## src/rtl/log_mel_compress.sv

```systemverilog
// log_mel_compress: mel energy -> signed fixed-point log2 (MSB + linear mantissa), framed for the DCT
// Ports: clk, rst_n (sync, active-low)
//   mel_valid_i/mel_idx_i/mel_energy_i/mel_ready_o : one unsigned energy per filter in
//   out_valid_o/frame_ptr_o/power_o                : log value written into the DCT input buffer
//   dct_start_o / dct_done_i                       : frame handshake with the DCT
//   drop_o                                         : sticky, some input was discarded
module log_mel_compress #(
  parameter int NUM_FILTERS  = 40,
  parameter int ENERGY_WIDTH = 32,
  parameter int FRAC_BITS    = 3,
  parameter int OUTPUT_WIDTH = 8,
  parameter int LOG_OFFSET   = 128,
  parameter int NF_LOG2      = $clog2(NUM_FILTERS)
) (
  input  logic                    clk,
  input  logic                    rst_n,
  input  logic                    mel_valid_i,
  input  logic [NF_LOG2-1:0]      mel_idx_i,
  input  logic [ENERGY_WIDTH-1:0] mel_energy_i,
  output logic                    mel_ready_o,
  input  logic                    dct_done_i,
  output logic                    out_valid_o,
  output logic [NF_LOG2-1:0]      frame_ptr_o,
  output logic [OUTPUT_WIDTH-1:0] power_o,
  output logic                    dct_start_o,
  output logic                    drop_o
);
  localparam int MW = $clog2(ENERGY_WIDTH);
  localparam int CW = MW + FRAC_BITS;
  localparam int AW = (CW > OUTPUT_WIDTH ? CW : OUTPUT_WIDTH) + 2;
  localparam logic signed [AW-1:0] OFF  = AW'(LOG_OFFSET);
  localparam logic signed [AW-1:0] MAXV = AW'((1 << (OUTPUT_WIDTH-1)) - 1);
  localparam logic signed [AW-1:0] MINV = AW'(-(1 << (OUTPUT_WIDTH-1)));
  localparam logic [NF_LOG2:0] NFV = (NF_LOG2+1)'(NUM_FILTERS);

  typedef enum logic [1:0] {COLLECT, FLUSH, WAIT_DCT} state_t;
  state_t state, state_d;

  logic [NF_LOG2-1:0]      cnt;
  logic                    acc, last, busy;
  logic                    v1, v2;
  logic [ENERGY_WIDTH-1:0] e1;
  logic [NF_LOG2-1:0]      i1, i2;
  logic [MW-1:0]           msb, msb2;
  logic [FRAC_BITS-1:0]    mant, mant2;
  logic signed [AW-1:0]    diff;
  logic [OUTPUT_WIDTH-1:0] power_d;

  assign acc  = mel_valid_i && mel_ready_o && ({1'b0, mel_idx_i} < NFV);
  assign last = cnt == NF_LOG2'(NUM_FILTERS - 1);
  assign busy = v1 || v2 || out_valid_o;

  always_comb begin
    mel_ready_o = state == COLLECT;
    dct_start_o = state == FLUSH && !busy;
    state_d     = (state == COLLECT && acc && last) ? FLUSH :
                  dct_start_o                      ? WAIT_DCT :
                  (state == WAIT_DCT && dct_done_i) ? COLLECT : state;
  end

  always_ff @(posedge clk)
    if (!rst_n) state <= COLLECT;
    else        state <= state_d;

  // Energy 0 leaves msb at 0 and mant at 0, which is exactly the code of energy 1.
  always_comb begin
    msb = '0;
    for (int i = 1; i < ENERGY_WIDTH; i++)
      if (e1[i]) msb = MW'(i);
  end

  // Bits just below the MSB, with zeros shifted in when fewer than FRAC_BITS exist.
  assign mant = FRAC_BITS'({e1, {FRAC_BITS{1'b0}}} >> msb);

  assign diff    = $signed({{(AW-CW){1'b0}}, msb2, mant2}) - OFF;
  assign power_d = diff > MAXV ? MAXV[OUTPUT_WIDTH-1:0] :
                   diff < MINV ? MINV[OUTPUT_WIDTH-1:0] : diff[OUTPUT_WIDTH-1:0];

  always_ff @(posedge clk)
    if (!rst_n) begin
      cnt         <= '0;
      drop_o      <= 1'b0;
      v1          <= 1'b0;
      v2          <= 1'b0;
      out_valid_o <= 1'b0;
      e1          <= '0;
      i1          <= '0;
      msb2        <= '0;
      mant2       <= '0;
      i2          <= '0;
      frame_ptr_o <= '0;
      power_o     <= '0;
    end else begin
      cnt         <= acc ? (last ? '0 : cnt + 1'b1) : cnt;
      drop_o      <= drop_o || (mel_valid_i && !acc);
      v1          <= acc;
      e1          <= mel_energy_i;
      i1          <= mel_idx_i;
      v2          <= v1;
      msb2        <= msb;
      mant2       <= mant;
      i2          <= i1;
      out_valid_o <= v2;
      frame_ptr_o <= i2;
      power_o     <= power_d;
    end
endmodule

```

## config.mk

```make
export PLATFORM = sky130hd
export DESIGN_NAME = log_mel_compress
export DESIGN_NICKNAME = d
export VERILOG_FILES = /design/src/rtl/log_mel_compress.sv
export SDC_FILE = /design/constraint.sdc
export NUM_CORES = 1
export LEC_CHECK = 0
export BUFFER_PORTS_ARGS = -buffer_cell sky130_fd_sc_hd__buf_4
export CAP_MARGIN = 20
export CORE_MARGIN = 2
export CORE_UTILIZATION = 50
export CTS_BUF_LIST = sky130_fd_sc_hd__clkbuf_4
export CTS_CLUSTER_DIAMETER = 100
export DETAILED_ROUTE_END_ITERATION = 7
export PLACE_DENSITY = 0.71
export SLEW_MARGIN = 20
export SYNTH_ARGS = -nofsm -noshare
export SYNTH_HDL_FRONTEND = slang
export SYNTH_SLANG_ARGS = --single-unit
```

## constraint.sdc

```tcl
create_clock -name clk -period 3.8 [get_ports clk]
set_clock_uncertainty 0.2 [all_clocks]
set_input_delay 0.38 -clock clk [delete_from_list [all_inputs] [get_ports clk]]
set_output_delay 0.38 -clock clk [all_outputs]
set_load 0.005 [all_outputs]
```

* Word level (Yosys, flattened, before mapping)
Index checks and enable logic that the tools add are counted.
Word-level totals: flip-flop bits (word level) 78, input bits 42, output and inout bits 18, word-level logic and storage cells 79
Cells by class: $add $sub $neg 2, $lt $le $gt $ge 3, eq/ne operators 3, shifts and indexed selects 1, muxes and demuxes 37, bitwise operators 1, reduce and logical (&&, ||, !) cells 17
Operators by type and width (number):
- $mux W5 | 30
- $shr A35 B5 Y3 | 1
- $gt A9 B8 Y1 const B | 1
- $lt A9 B8 Y1 const B | 1
- $sub A8 B8 Y9 const B | 1
- $mux W8 | 1
- $logic_and A1 B1 Y1 | 7
- $mux W7 | 1
- $add A6 B1 Y6 const B | 1
- $eq A6 B6 Y1 const B | 1
- $lt A6 B6 Y1 const B | 1
- $mux W6 | 1
- $mux W2 | 2
- $reduce_or A2 Y1 | 2
- $logic_or A1 B1 Y1 | 3
- $reduce_bool A3 Y1 | 1
- $eq A2 B1 Y1 const B | 1
- $eq A2 B2 Y1 const B | 1
- $logic_not A1 Y1 | 2
- $logic_not A2 Y1 | 1
- $mux W1 | 2
- $reduce_bool A2 Y1 | 1
- $not A1 Y1 | 1

* Depth between registers and ports, before layout
depth after elaboration 32, depth in mapped cells 11, mapped depth without buffers 8

* Least setup slack after synthesis
No wires, ideal clock.
path kind reg2reg, start register e1[12], end register mant2[0], library setup time 0.092 ns, arrival time 2.036 ns, required time 3.508 ns, path slack 1.472 ns, stages on the path, launching flop included 11, path buffers 2, period minus slack after synthesis 2.328 ns, path through dfxtp_1 > or3_4 > a221oi_2 > o21a_2 > o211a_1 > buf_6 > buf_6 > nor3_1 > o311ai_0 > o211ai_1 > o32ai_1
Between the ends: cells in the longest elaborated chain, start to end 21
RTL lines:
- start: declaration | RTL line 42 | logic [ENERGY_WIDTH-1:0] e1;
- start signal: assignment | RTL line 97 | e1 <= mel_energy_i;
- $mux W5 (20 in series) | RTL line 69 | if (e1[i]) msb = MW'(i);
- $shr A35 B5 Y3 * | RTL line 73 | assign mant = FRAC_BITS'({e1, {FRAC_BITS{1'b0}}} >> msb);
- end signal: assignment | RTL line 101 | mant2 <= mant;
- end: declaration | RTL line 45 | logic [FRAC_BITS-1:0] mant, mant2;
Every way passes the cells marked *; elsewhere a longest branch is shown, timed or not. A chain may end at the register's enable or synchronous reset.

* Worst setup path in the final report
start register e1[27], end register mant2[1]
Between the ends: cells in the longest elaborated chain, start to end 6
RTL lines (RTL line):
- $mux W5 (5 in series) | 69
- $shr A35 B5 Y3 * | 73
Marks and branches as above.

==> reports/qor.txt <==
run status: finished, final reports clean
vias per cell: 5.47
CP top delay family: compound AO/OA/AOI/OAI gates
Inst Count DP: 514
Most used DFF post-synth: dfxtp_1
Initial Util: 0.519
Longest Clk Path Bufs: 2
DR WL met3: 546 um
Post-synth EDFFs: 0
# setup viols final: 0
CP required: 3.94 ns
Port Buffers: 59
# Post-CTS Setup Buffers: 0
largest net degree at the start of global routing: 74
Setup Crit Path Kind: flip-flop to flip-flop
combinational share of power: 0.185
WL final: 7.95 mm
synthesized area: 3530 sq um
Buf/Inv on CP: 0
vias in the first global route: 2799
met2 WL post-DR: 3.61 mm
Synth async-reset ratio: 0
setup repair after global routing missed its margin: false
Hold Vio Cnt, Final: 0
placed inst area: 3970 sq um
cells along the critical path: nor3_2 > nand4_2 > o211ai_2 > a221oi_1 > a311oi_1 > nor3_1 > o32ai_1
r2r startpoint: e1[27]
gr usage total: 0.218
largest incremental delay on the critical path: 0.77 ns
P_leak: 1.85 nW
met1 WL: 3.64 mm
wire length per cell: 14.0 um
die area: 7740 sq um
crit-path max FO: 18
Tcrit/Tclk final: 0.777
initial antenna violation count: 0
Period minus WS final: 2.95 ns
most frequent cells in the layout: dfxtp_1, and2_1, buf_4, dlygate4sd3_1, nand2_1
antenna viol nets, final: 0
clock buffer count from CTS: 9
Crit. End Element: flip-flop
clk slew on worst S/H paths: 0.13 ns
fmax: 339 MHz
Worst Path Arrival: 3.09 ns
Reg power frac: 0.498
TritonRoute pass-1 iters: 5
Max-cap violations: 0
crit path launch: e1[27]
Worst IR Drop VDD: 0.000217 V
clock latency on the worst-skew pair: 0.42 ns
area of the core: 6790 sq um
pwr dens: 399 nW/um^2
top-area cell type share of the netlist area: 0.443
area leader, netlist: dfxtp_1
gpl congestion: 0.921
Area contributors post-synth: dfxtp_1, and2_1, mux2i_1
CTS Root Cell: clkbuf_4
Pint: 1.31 mW
Mean Syn Cell Area: 9.33 sq um
drt drc: 0
Clk pwr share: 0.317
Antenna diodes: 0
Top Metal Used: met4
via count: 3107
Design Area, Final: 4520 sq um
Sink Count: 78
row cnt: 30
Worst Hold Launch: dct_done_i
global-route wire length before repair: 13.2 mm
Cell variety after synth: 64
fin. max-slew vios: 0
HP Class: input port to flip-flop
Sw Pwr: 0.496 mW
Fin Setup TNS: 0 ns
Worst-Margin Slew: 0.883 ns
layout cells sized above 1: 0.197
Area Growth Syn to Fin: 28.2%
Switching Fraction: 0.275
Post-Layout Cell Count: 568
startpoint type of the worst setup path: flip-flop
post-route core utilization: 0.665
syn_nets: 421
commonest non-fill, non-tap cell in the layout: dfxtp_1
die boundary height: 88.0 um
H-tree depth: 3
die extent in x: 88.0 um
cells after synthesis: 378
Yosys reg bits: 78
Synth warnings: 0
DR iter-0 viols: 199
Nets: 510
Fillers: 580
Detail Placement HPWL: 5.37 mm
# IOs: 60
Slowest-stage cell, CP: o211ai_2
CTS tree: yes
max_slew headroom: 0.409
cells resized by post-CTS repair: 0
Overflow after GRT: 0
Hold Slack: 0.0821 ns
sequential share of the synthesized area: 0.443
path summary, 6_finish.rpt:
| kind | slack, ns | endpoint | cells past startpoint |
|---|---|---|---|
| setup / recovery | 0.85 | mant2[1] | 7 |
| hold / removal | 0.08 | state[1] | 4 |
| setup reg to reg | 0.85 | mant2[1] | 7 |
| hold reg to reg | 0.20 | power_o[7] | 1 |
routing by layer:
layer  GRT usage  vias to the layer above
li1            -                     1540
met2       0.331                      141
met1       0.287                     1408
met3      0.0584                       18
met5           0                        -
met4       0.102                        0
synthesized netlist by cell type, types with 2 or more instances:
master / count
o211a_1: 2
nand2_1: 23
a221oi_2: 2
or3_1: 3
o22ai_1: 2
a21boi_0: 2
xnor2_1: 3
clkbuf_1: 10
buf_2: 3
a21oi_1: 11
buf_6: 4
and2_1: 66
nor4_1: 6
nor2_1: 21
a22oi_1: 2
inv_1: 8
nand4_1: 5
nand2b_1: 5
nand3_1: 8
a211oi_1: 3
nor2b_1: 3
a211o_1: 2
mux2i_1: 13
nor3_1: 9
o21bai_2: 2
o21a_1: 4
o32ai_1: 2
or4_1: 3
o211ai_2: 2
a311oi_1: 5
o211ai_1: 6
dfxtp_1: 78
buf_4: 2
o21ai_0: 16
a31oi_1: 4
a221o_1: 3
a221oi_1: 6
o311ai_0: 3
power by group through the flow:
stage          combinational (mW)  clock (mW)  sequential, mW
6_report                    0.334       0.572           0.898
5_1_grt                     0.369       0.624           0.904
4_1_cts                     0.329       0.593           0.898
3_5_place_dp                0.298           0           0.916
3_3_place_gp                0.298           0           0.916
2_1_floorplan               0.227           0           0.905
timing repair:
item	4_1_cts	5_1_grt
hold buffers	38	0
endpoints found under the setup margin	0	0
hold endpoints to repair	38	0
state kept, by name, summed over array words and instances (netlist names), 2 cells and up:
signal and count:
state 2, msb2 5, power_o 8, cnt 6, i2 6, mant2 3
frame_ptr_o 6, e1 32, i1 6
tightest hold or removal path, cell delays in order:
cell	delay, ns
buf_4	0.07
inv_1	0.02
o21ai_0	0.13
a21oi_1	0.06
final cells by class:
| type | count | area, sq um | share of cell area |
|---|---|---|---|
| sequential | 78 | 1560 | 0.346 |
| timing repair buffer | 98 | 831 | 0.184 |
| inverter | 8 | 30.0 | 0.00664 |
| tap | 96 | 120 | 0.0266 |
| multi-input combinational | 272 | 1810 | 0.400 |
| clock inverter | 6 | 93.8 | 0.0208 |
| clock buffer | 10 | 75.1 | 0.0166 |
logic make-up (layout without fill, tap and decap cells):
logic type	Yosys count	count (layout)	share of synthesized area
AO/OA/AOI/OAI	91	91	0.201
XOR/XNOR	4	4	0.00994
adder cells (fa/ha/maj)	1	1	0.00355
buffers and inverters	28	122	0.0444
flip-flops	78	78	0.443
multiplexers	13	13	0.0369
AND/OR/NAND/NOR	163	163	0.261
through the flow:
step           worst slack (ns)  power (mW)
2_1_floorplan              1.47        1.13
3_3_place_gp              0.856        1.21
3_5_place_dp              0.890        1.21
4_1_cts                   0.881        1.82
5_1_grt                   0.611        1.90
6_report                  0.846        1.80
(Power assumes the default switching activity.)
